## src/rtl/disp_scan.sv

```systemverilog
// ---------------------------------------------------------------------------
// disp_scan -- time-multiplexed 7-segment display scanner
//
// Drives DIGITS common-enabled digits from one shared BCD/hex decoder.
// Each digit slot is DEAD dark (anti-ghosting) cycles followed by SCAN_DIV
// lit cycles.  New display data is captured into a pending buffer by `load`
// and only promoted to the displayed (active) buffer at a frame boundary,
// or straight away while the scanner is idle, so a frame never tears.
//
// Optional feature macro: DISP_SCAN_LZ_BLANK_EN
//   defined   : leading-zero blanking.  Digits above the most significant
//               nonzero nibble stay dark in their slot (timing unchanged);
//               digit 0 and any digit with its decimal point set stay lit.
//   undefined : every digit is lit in its slot.
//
// Parameters
//   DIGITS    number of multiplexed digits (1..8)
//   SCAN_DIV  lit cycles per digit slot (>=1)
//   DEAD      dark cycles before each digit slot (>=0)
//
// Ports
//   clk         system clock, rising edge
//   rst_n       asynchronous active-low reset
//   enable      scanning runs while high, display dark while low
//   value       4*DIGITS nibbles, nibble i drives digit i
//   dp          decimal point per digit
//   load        one-cycle strobe capturing value/dp into the pending buffer
//   bcd         nibble for the shared 7-segment decoder
//   dp_o        decimal point of the current digit
//   digit_en    one-hot active-high digit common enable
//   frame_done  one-cycle pulse on the first cycle of each new frame
// ---------------------------------------------------------------------------
module disp_scan #(
    parameter int DIGITS   = 4,
    parameter int SCAN_DIV = 1000,
    parameter int DEAD     = 8
) (
    input  logic                  clk,
    input  logic                  rst_n,
    input  logic                  enable,
    input  logic [4*DIGITS-1:0]   value,
    input  logic [DIGITS-1:0]     dp,
    input  logic                  load,
    output logic [3:0]            bcd,
    output logic                  dp_o,
    output logic [DIGITS-1:0]     digit_en,
    output logic                  frame_done
);

    localparam int MAXC = (SCAN_DIV > DEAD) ? SCAN_DIV : DEAD;
    localparam int CW   = (MAXC > 1) ? $clog2(MAXC) : 1;
    localparam int IW   = (DIGITS > 1) ? $clog2(DIGITS) : 1;

    localparam logic [CW-1:0] SCAN_LAST = CW'(SCAN_DIV - 1);
    localparam logic [CW-1:0] DEAD_LAST = (DEAD > 0) ? CW'(DEAD - 1) : '0;
    localparam logic [IW-1:0] IDX_LAST  = IW'(DIGITS - 1);

    typedef enum logic [1:0] {
        ST_IDLE,
        ST_BLANK,
        ST_SHOW
    } state_t;

    state_t                 r_state;
    logic [IW-1:0]          r_idx;
    logic [CW-1:0]          r_cnt;
    logic [4*DIGITS-1:0]    r_act_val;
    logic [DIGITS-1:0]      r_act_dp;
    logic [4*DIGITS-1:0]    r_pend_val;
    logic [DIGITS-1:0]      r_pend_dp;
    logic                   r_pend_vld;
    logic [3:0]             r_bcd;
    logic                   r_dp_o;
    logic [DIGITS-1:0]      r_digit_en;
    logic                   r_frame_done;

    state_t                 w_state_next;
    logic [IW-1:0]          w_idx_next;
    logic [CW-1:0]          w_cnt_next;
    logic                   w_boundary;
    logic [4*DIGITS-1:0]    w_act_val_next;
    logic [DIGITS-1:0]      w_act_dp_next;
    logic [4*DIGITS-1:0]    w_pend_val_next;
    logic [DIGITS-1:0]      w_pend_dp_next;
    logic                   w_pend_vld_next;
    logic                   w_lit;
    logic [3:0]             w_bcd_next;
    logic                   w_dp_next;
    logic [DIGITS-1:0]      w_en_next;

    // Sequencing: slot timing, digit index and frame boundary detection.
    always_comb begin
        w_state_next = r_state;
        w_idx_next   = r_idx;
        w_cnt_next   = r_cnt;
        w_boundary   = 1'b0;
        case (r_state)
            ST_IDLE: begin
                w_idx_next = '0;
                w_cnt_next = '0;
                if (enable) begin
                    w_state_next = (DEAD > 0) ? ST_BLANK : ST_SHOW;
                end
            end
            ST_BLANK: begin
                if (r_cnt == DEAD_LAST) begin
                    w_state_next = ST_SHOW;
                    w_cnt_next   = '0;
                end else begin
                    w_cnt_next = r_cnt + 1'b1;
                end
            end
            ST_SHOW: begin
                if (r_cnt == SCAN_LAST) begin
                    w_cnt_next   = '0;
                    w_state_next = (DEAD > 0) ? ST_BLANK : ST_SHOW;
                    w_idx_next   = (r_idx == IDX_LAST) ? '0 : r_idx + 1'b1;
                    w_boundary   = (r_idx == IDX_LAST);
                end else begin
                    w_cnt_next = r_cnt + 1'b1;
                end
            end
            default: w_state_next = ST_IDLE;
        endcase
        // Dropping enable wins over everything, including a pending boundary.
        if (!enable) begin
            w_state_next = ST_IDLE;
            w_idx_next   = '0;
            w_cnt_next   = '0;
            w_boundary   = 1'b0;
        end
    end

    // Double buffering.  A load in the boundary cycle is promoted in the same
    // edge because the transfer looks at the post-load pending contents.
    always_comb begin
        w_pend_val_next = r_pend_val;
        w_pend_dp_next  = r_pend_dp;
        w_pend_vld_next = r_pend_vld;
        w_act_val_next  = r_act_val;
        w_act_dp_next   = r_act_dp;
        if (load) begin
            w_pend_val_next = value;
            w_pend_dp_next  = dp;
            w_pend_vld_next = 1'b1;
        end
        if ((w_boundary || (r_state == ST_IDLE)) && w_pend_vld_next) begin
            w_act_val_next  = w_pend_val_next;
            w_act_dp_next   = w_pend_dp_next;
            w_pend_vld_next = 1'b0;
        end
    end

`ifdef DISP_SCAN_LZ_BLANK_EN
    logic [DIGITS-1:0] w_nz;
    logic [DIGITS-1:0] w_nz_up;

    generate
        for (genvar gi = 0; gi < DIGITS; gi++) begin : g_nz
            assign w_nz[gi] = |w_act_val_next[4*gi +: 4];
        end
    endgenerate

    // A digit is a leading zero when no nibble at or above it is nonzero.
    assign w_nz_up = w_nz >> w_idx_next;
    assign w_lit   = (w_idx_next == '0) || w_act_dp_next[w_idx_next] || (|w_nz_up);
`else
    assign w_lit = 1'b1;
`endif

    // Outputs are computed for the state being entered so they register
    // in step with it.
    always_comb begin
        w_bcd_next = w_act_val_next[{w_idx_next, 2'b00} +: 4];
        w_dp_next  = w_act_dp_next[w_idx_next];
        w_en_next  = '0;
        if ((w_state_next == ST_SHOW) && w_lit) begin
            w_en_next = DIGITS'(1) << w_idx_next;
        end
    end

    always_ff @(posedge clk or negedge rst_n) begin
        if (!rst_n) begin
            r_state      <= ST_IDLE;
            r_idx        <= '0;
            r_cnt        <= '0;
            r_act_val    <= '0;
            r_act_dp     <= '0;
            r_pend_val   <= '0;
            r_pend_dp    <= '0;
            r_pend_vld   <= 1'b0;
            r_bcd        <= '0;
            r_dp_o       <= 1'b0;
            r_digit_en   <= '0;
            r_frame_done <= 1'b0;
        end else begin
            r_state      <= w_state_next;
            r_idx        <= w_idx_next;
            r_cnt        <= w_cnt_next;
            r_act_val    <= w_act_val_next;
            r_act_dp     <= w_act_dp_next;
            r_pend_val   <= w_pend_val_next;
            r_pend_dp    <= w_pend_dp_next;
            r_pend_vld   <= w_pend_vld_next;
            r_bcd        <= w_bcd_next;
            r_dp_o       <= w_dp_next;
            r_digit_en   <= w_en_next;
            r_frame_done <= w_boundary;
        end
    end

    assign bcd        = r_bcd;
    assign dp_o       = r_dp_o;
    assign digit_en   = r_digit_en;
    assign frame_done = r_frame_done;

endmodule

```

## config.mk

```make
export PLATFORM = sky130hd
export DESIGN_NAME = disp_scan
export DESIGN_NICKNAME = d
export VERILOG_FILES = /design/src/rtl/disp_scan.sv
export SDC_FILE = /design/constraint.sdc
export NUM_CORES = 1
export LEC_CHECK = 0
export CAP_MARGIN = 10
export CORE_ASPECT_RATIO = 2
export CORE_MARGIN = 2
export CORE_UTILIZATION = 40
export DETAILED_ROUTE_END_ITERATION = 12
export HOLD_SLACK_MARGIN = 0.03
export PLACE_DENSITY = 0.62
export RECOVER_POWER = 25
export SLEW_MARGIN = 20
export SYNTH_ARGS = -nofsm -noshare
export SYNTH_HDL_FRONTEND = slang
export SYNTH_SLANG_ARGS = --single-unit
export TNS_END_PERCENT = 10
```

## constraint.sdc

```tcl
create_clock -name clk -period 2.36 [get_ports clk]
set_input_delay 0.354 -clock clk [delete_from_list [all_inputs] [get_ports clk]]
set_output_delay 0.354 -clock clk [all_outputs]
set_load 0.01 [all_outputs]
```

==> results of run 1 <==
-- layer usage --
| metal | global-route usage (%) | up-vias |
|---|---|---|
| li1 | - | 873 |
| met3 | 4.41 | 11 |
| met1 | 19.4 | 890 |
| met2 | 21.7 | 45 |
| met4 | 7.88 | 0 |
| met5 | 0 | - |
-- critical path, cell delays in order, from the launching register on --
cell	delay, ps
dfrtp_1	410
inv_1	90
ha_1	230
and4_1	200
and3_4	210
o22a_2	390
mux2_4	340
mux2i_1	150
mux2i_1	80
-- report_power, final --
group	internal [mW]	switching, mW
Combinational	0.244	0.164
Sequential	1.25	0.0378
Clock	1.04	0.488
-- metrics by stage --
| stage | std cells | setup TNS, ps | setup WS [ps] | power (mW) | util, % |
|---|---|---|---|---|---|
| detailed placement | 348 | -198 | -73.6 | 1.71 | 48.5 |
| global route | 366 | 0 | 6.90 | 3.35 | 53.5 |
| finish | 366 | 0 | 141 | 3.22 | 53.5 |
| global placement | 348 | -33.9 | -18.1 | 1.70 | 48.5 |
| CTS | 364 | 0 | 25.8 | 3.26 | 53.3 |
| floorplan | 212 | 0 | 321 | 1.56 | - |
-- cells in the final DEF, fill, tap and decap left out, types with 2 or more instances in the layout --
cell type        instances
a21oi_1                  5
a31oi_1                  3
and4_1                   2
buf_4                   16
bufinv_16                3
clkbuf_16                9
clkdlybuf4s50_1         32
clkinv_4                 3
dfrtp_1                 65
ha_1                     6
inv_1                    6
mux2_2                  20
mux2_4                  20
mux2i_1                 16
nand2_1                  6
nand2b_1                 2
nand3_1                  6
nor2_1                  10
nor2b_1                  3
nor3_1                   2
nor3b_1                  2
o21ai_0                  7
or3_1                    2
xor2_1                   2
-- cell type report --
class                      instances  area share [%]
clock buffer                      10            5.98
clock inverter                     6            3.04
inverter                           6           0.588
multi-input combinational        136            32.6
sequential                        65            42.5
tap                               92            3.01
timing repair buffer              51            12.3
-- flip-flops by register name (all words and copies together) (netlist names) --
name	count
r_pend_val	16
r_state	2
r_act_val	16
digit_en	4
r_pend_dp	4
r_idx	2
frame_done	1
r_act_dp	4
bcd	4
r_pend_vld	1
dp_o	1
r_cnt	10
-- how the worst min path moves through the flow --
stage	start	slack (ps)	endpoint	cells after the start
finish	rst_n	470	r_state[1]	2
global placement	rst_n	390	r_cnt[3]	2
global route	r_act_dp[0]	500	r_act_dp[0]	1
floorplan	rst_n	60	bcd[0]	0
CTS	rst_n	40	r_state[1]	2
detailed placement	rst_n	390	r_state[1]	2
-- cell families after synthesis --
| group | Yosys count | synth area share (%) |
|---|---|---|
| flops | 65 | 55.5 |
| xor+xnor | 3 | 0.896 |
| simple gates | 45 | 8.92 |
| fa+ha+maj | 6 | 2.56 |
| buf+inv | 12 | 2.30 |
| mux | 56 | 23.4 |
| compound gates | 25 | 6.48 |
==> summary.md, run 1 <==
| Metric | Value |
|---|---|
| Outcome | complete, but fails checks |
| Failing checks | max-capacitance violations, max-slew violations |
| Min Hold Slack | 473 ps |
| Period utilisation layout | 94.0% |
| RSZ-0062 raised after global routing | no |
| Clock latency on the worst-skew pair | 340 ps |
| FF-to-FF Start | r_state[0] |
| Area leader, netlist | dfrtp_1 |
| Total length of routed wires | 5330 um |
| Post-synthesis register bit count | 65 |
| Worst-path clk slew | 50 ps |
| Die X-Extent | 64.5 um |
| Number of H-tree levels | 3 |
| Ys Warns | 0 |
| Max_slew headroom | -4.46% |
| Post-DP Area | 3470 um2 |
| Min cycle time layout | 2220 ps |
| Initial antenna violation count | 0 |
| DR vias | 1819 |
| Kind of critical path | reg -> reg |
| FF-to-FF End | bcd[2] |
| Top-area cell type share of the netlist area | 55.5% |
| Top post-synthesis cells by area | dfrtp_1 55%, mux2_4 10%, mux2_2 7.7%, mux2i_1 5.5%, ha_1 2.6% |
| Hold buffer count at cts | 0 |
| Reg2reg path depth | 8 |
| Skew final | 5.49 ps |
| Dpl hpwl | 3500 um |
| Detail Route Antenna Nets | 0 |
| Layout cell share with drive strength beyond 1 | 29.9% |
| DRT Pass-1 Iters | 4 |
| Footprint of the multi-input gates | 1250 um2 |
| Vias in the first global route | 1992 |
| Ys async rst share | 100% |
| Required @ worst endpoint | 2580 ps |
| Number of fill cells in the layout | 618 |
| Post-route cell area | 3830 um2 |
| RD Place Congestion | 0.840 |
| Fmax | 451 MHz |
| Top cells by count, synth | 65 x dfrtp_1, 20 x mux2_2, 20 x mux2_4 |
| CTS tree | yes |
| Final net count | 299 |
| DRT met1 WL | 2420 um |
| Worst Tran Pin Value | 1570 ps |
| Power per cell area | 840 nW/um2 |
| CP arrival | 2430 ps |
| P_leak | 1.71 nW |
| Largest net degree at the start of global routing | 66 |
| Die area | 8070 um2 |
| Mapped Avg Cell Area | 13.8 um2 |
| Synth Instances | 212 |
| WL per Instance | 14.5 um |
| Num rows | 44 |
| Synth Flop Type | dfrtp_1 |
| Setup crit start | r_state[0] |
| IO Count | 34 |
| Worst setup SP type | flip-flop |
| Gr usage total | 14.7% |
| Highest routed layer | met4 |
| Root Driver | clkbuf_16 |
| EDFF count, synth | 0 |
| Met3 Routed Length | 256 um |
| First-pass GRT wire length | 9230 um |
| Setup Viol. Count Final | 0 |
| VDD IR max | 0.597 mV |
| TritonCTS buffer count | 9 |
| Cell with the most instances after synthesis | dfrtp_1 |
| Cells resized by post-CTS repair | 0 |
| Sequential Area | 1630 um2 |
| R2R Setup Slk | 140 ps |
| Critical Path End Type | flip-flop |
| Area of the core | 7160 um2 |
| Max-cap violations | 1 |
| Synthesized cell area | 2930 um2 |
| DRC Markers | 0 |
| Hold Crit Class | in -> async |
| Initial core utilization | 41.0% |
| Total gr overflow | 0 |
| Height of the die | 125 um |
| End point of the critical path | bcd[2] |
| CTS sink cnt | 65 |
| Post-synth net total | 242 |
| Final hold violation count | 0 |
| Final Slew Violations | 66 |
| Diode count | 0 |
| Synth unique cells | 43 |
| Met2 routed WL | 2520 um |
| Area growth, synth to finish | 30.5% |
| Post-CTS setup buffer count | 0 |
| CTS max path bufs | 2 |
| Crit Path Max Fanout | 10 |
| Vias per cell | 4.97 |
| DRT iter0 DRCs | 70 |
| Seq/Total Area, Yosys | 55.5% |
| Port Buf Inserts | 33 |
Power figures use the tool's default switching activity.
==> run 2, diff against run 1 <==
--- a/config.mk
+++ b/config.mk
@@ -13,6 +13,7 @@
 export HOLD_SLACK_MARGIN = 0.03
 export PLACE_DENSITY = 0.62
 export RECOVER_POWER = 25
+export SKIP_CTS_REPAIR_TIMING = 1
 export SLEW_MARGIN = 20
 export SYNTH_ARGS = -nofsm -noshare
 export SYNTH_HDL_FRONTEND = slang
==> results of run 2 <==
The final DEF is identical to that of run 1; final timing and power are the same.
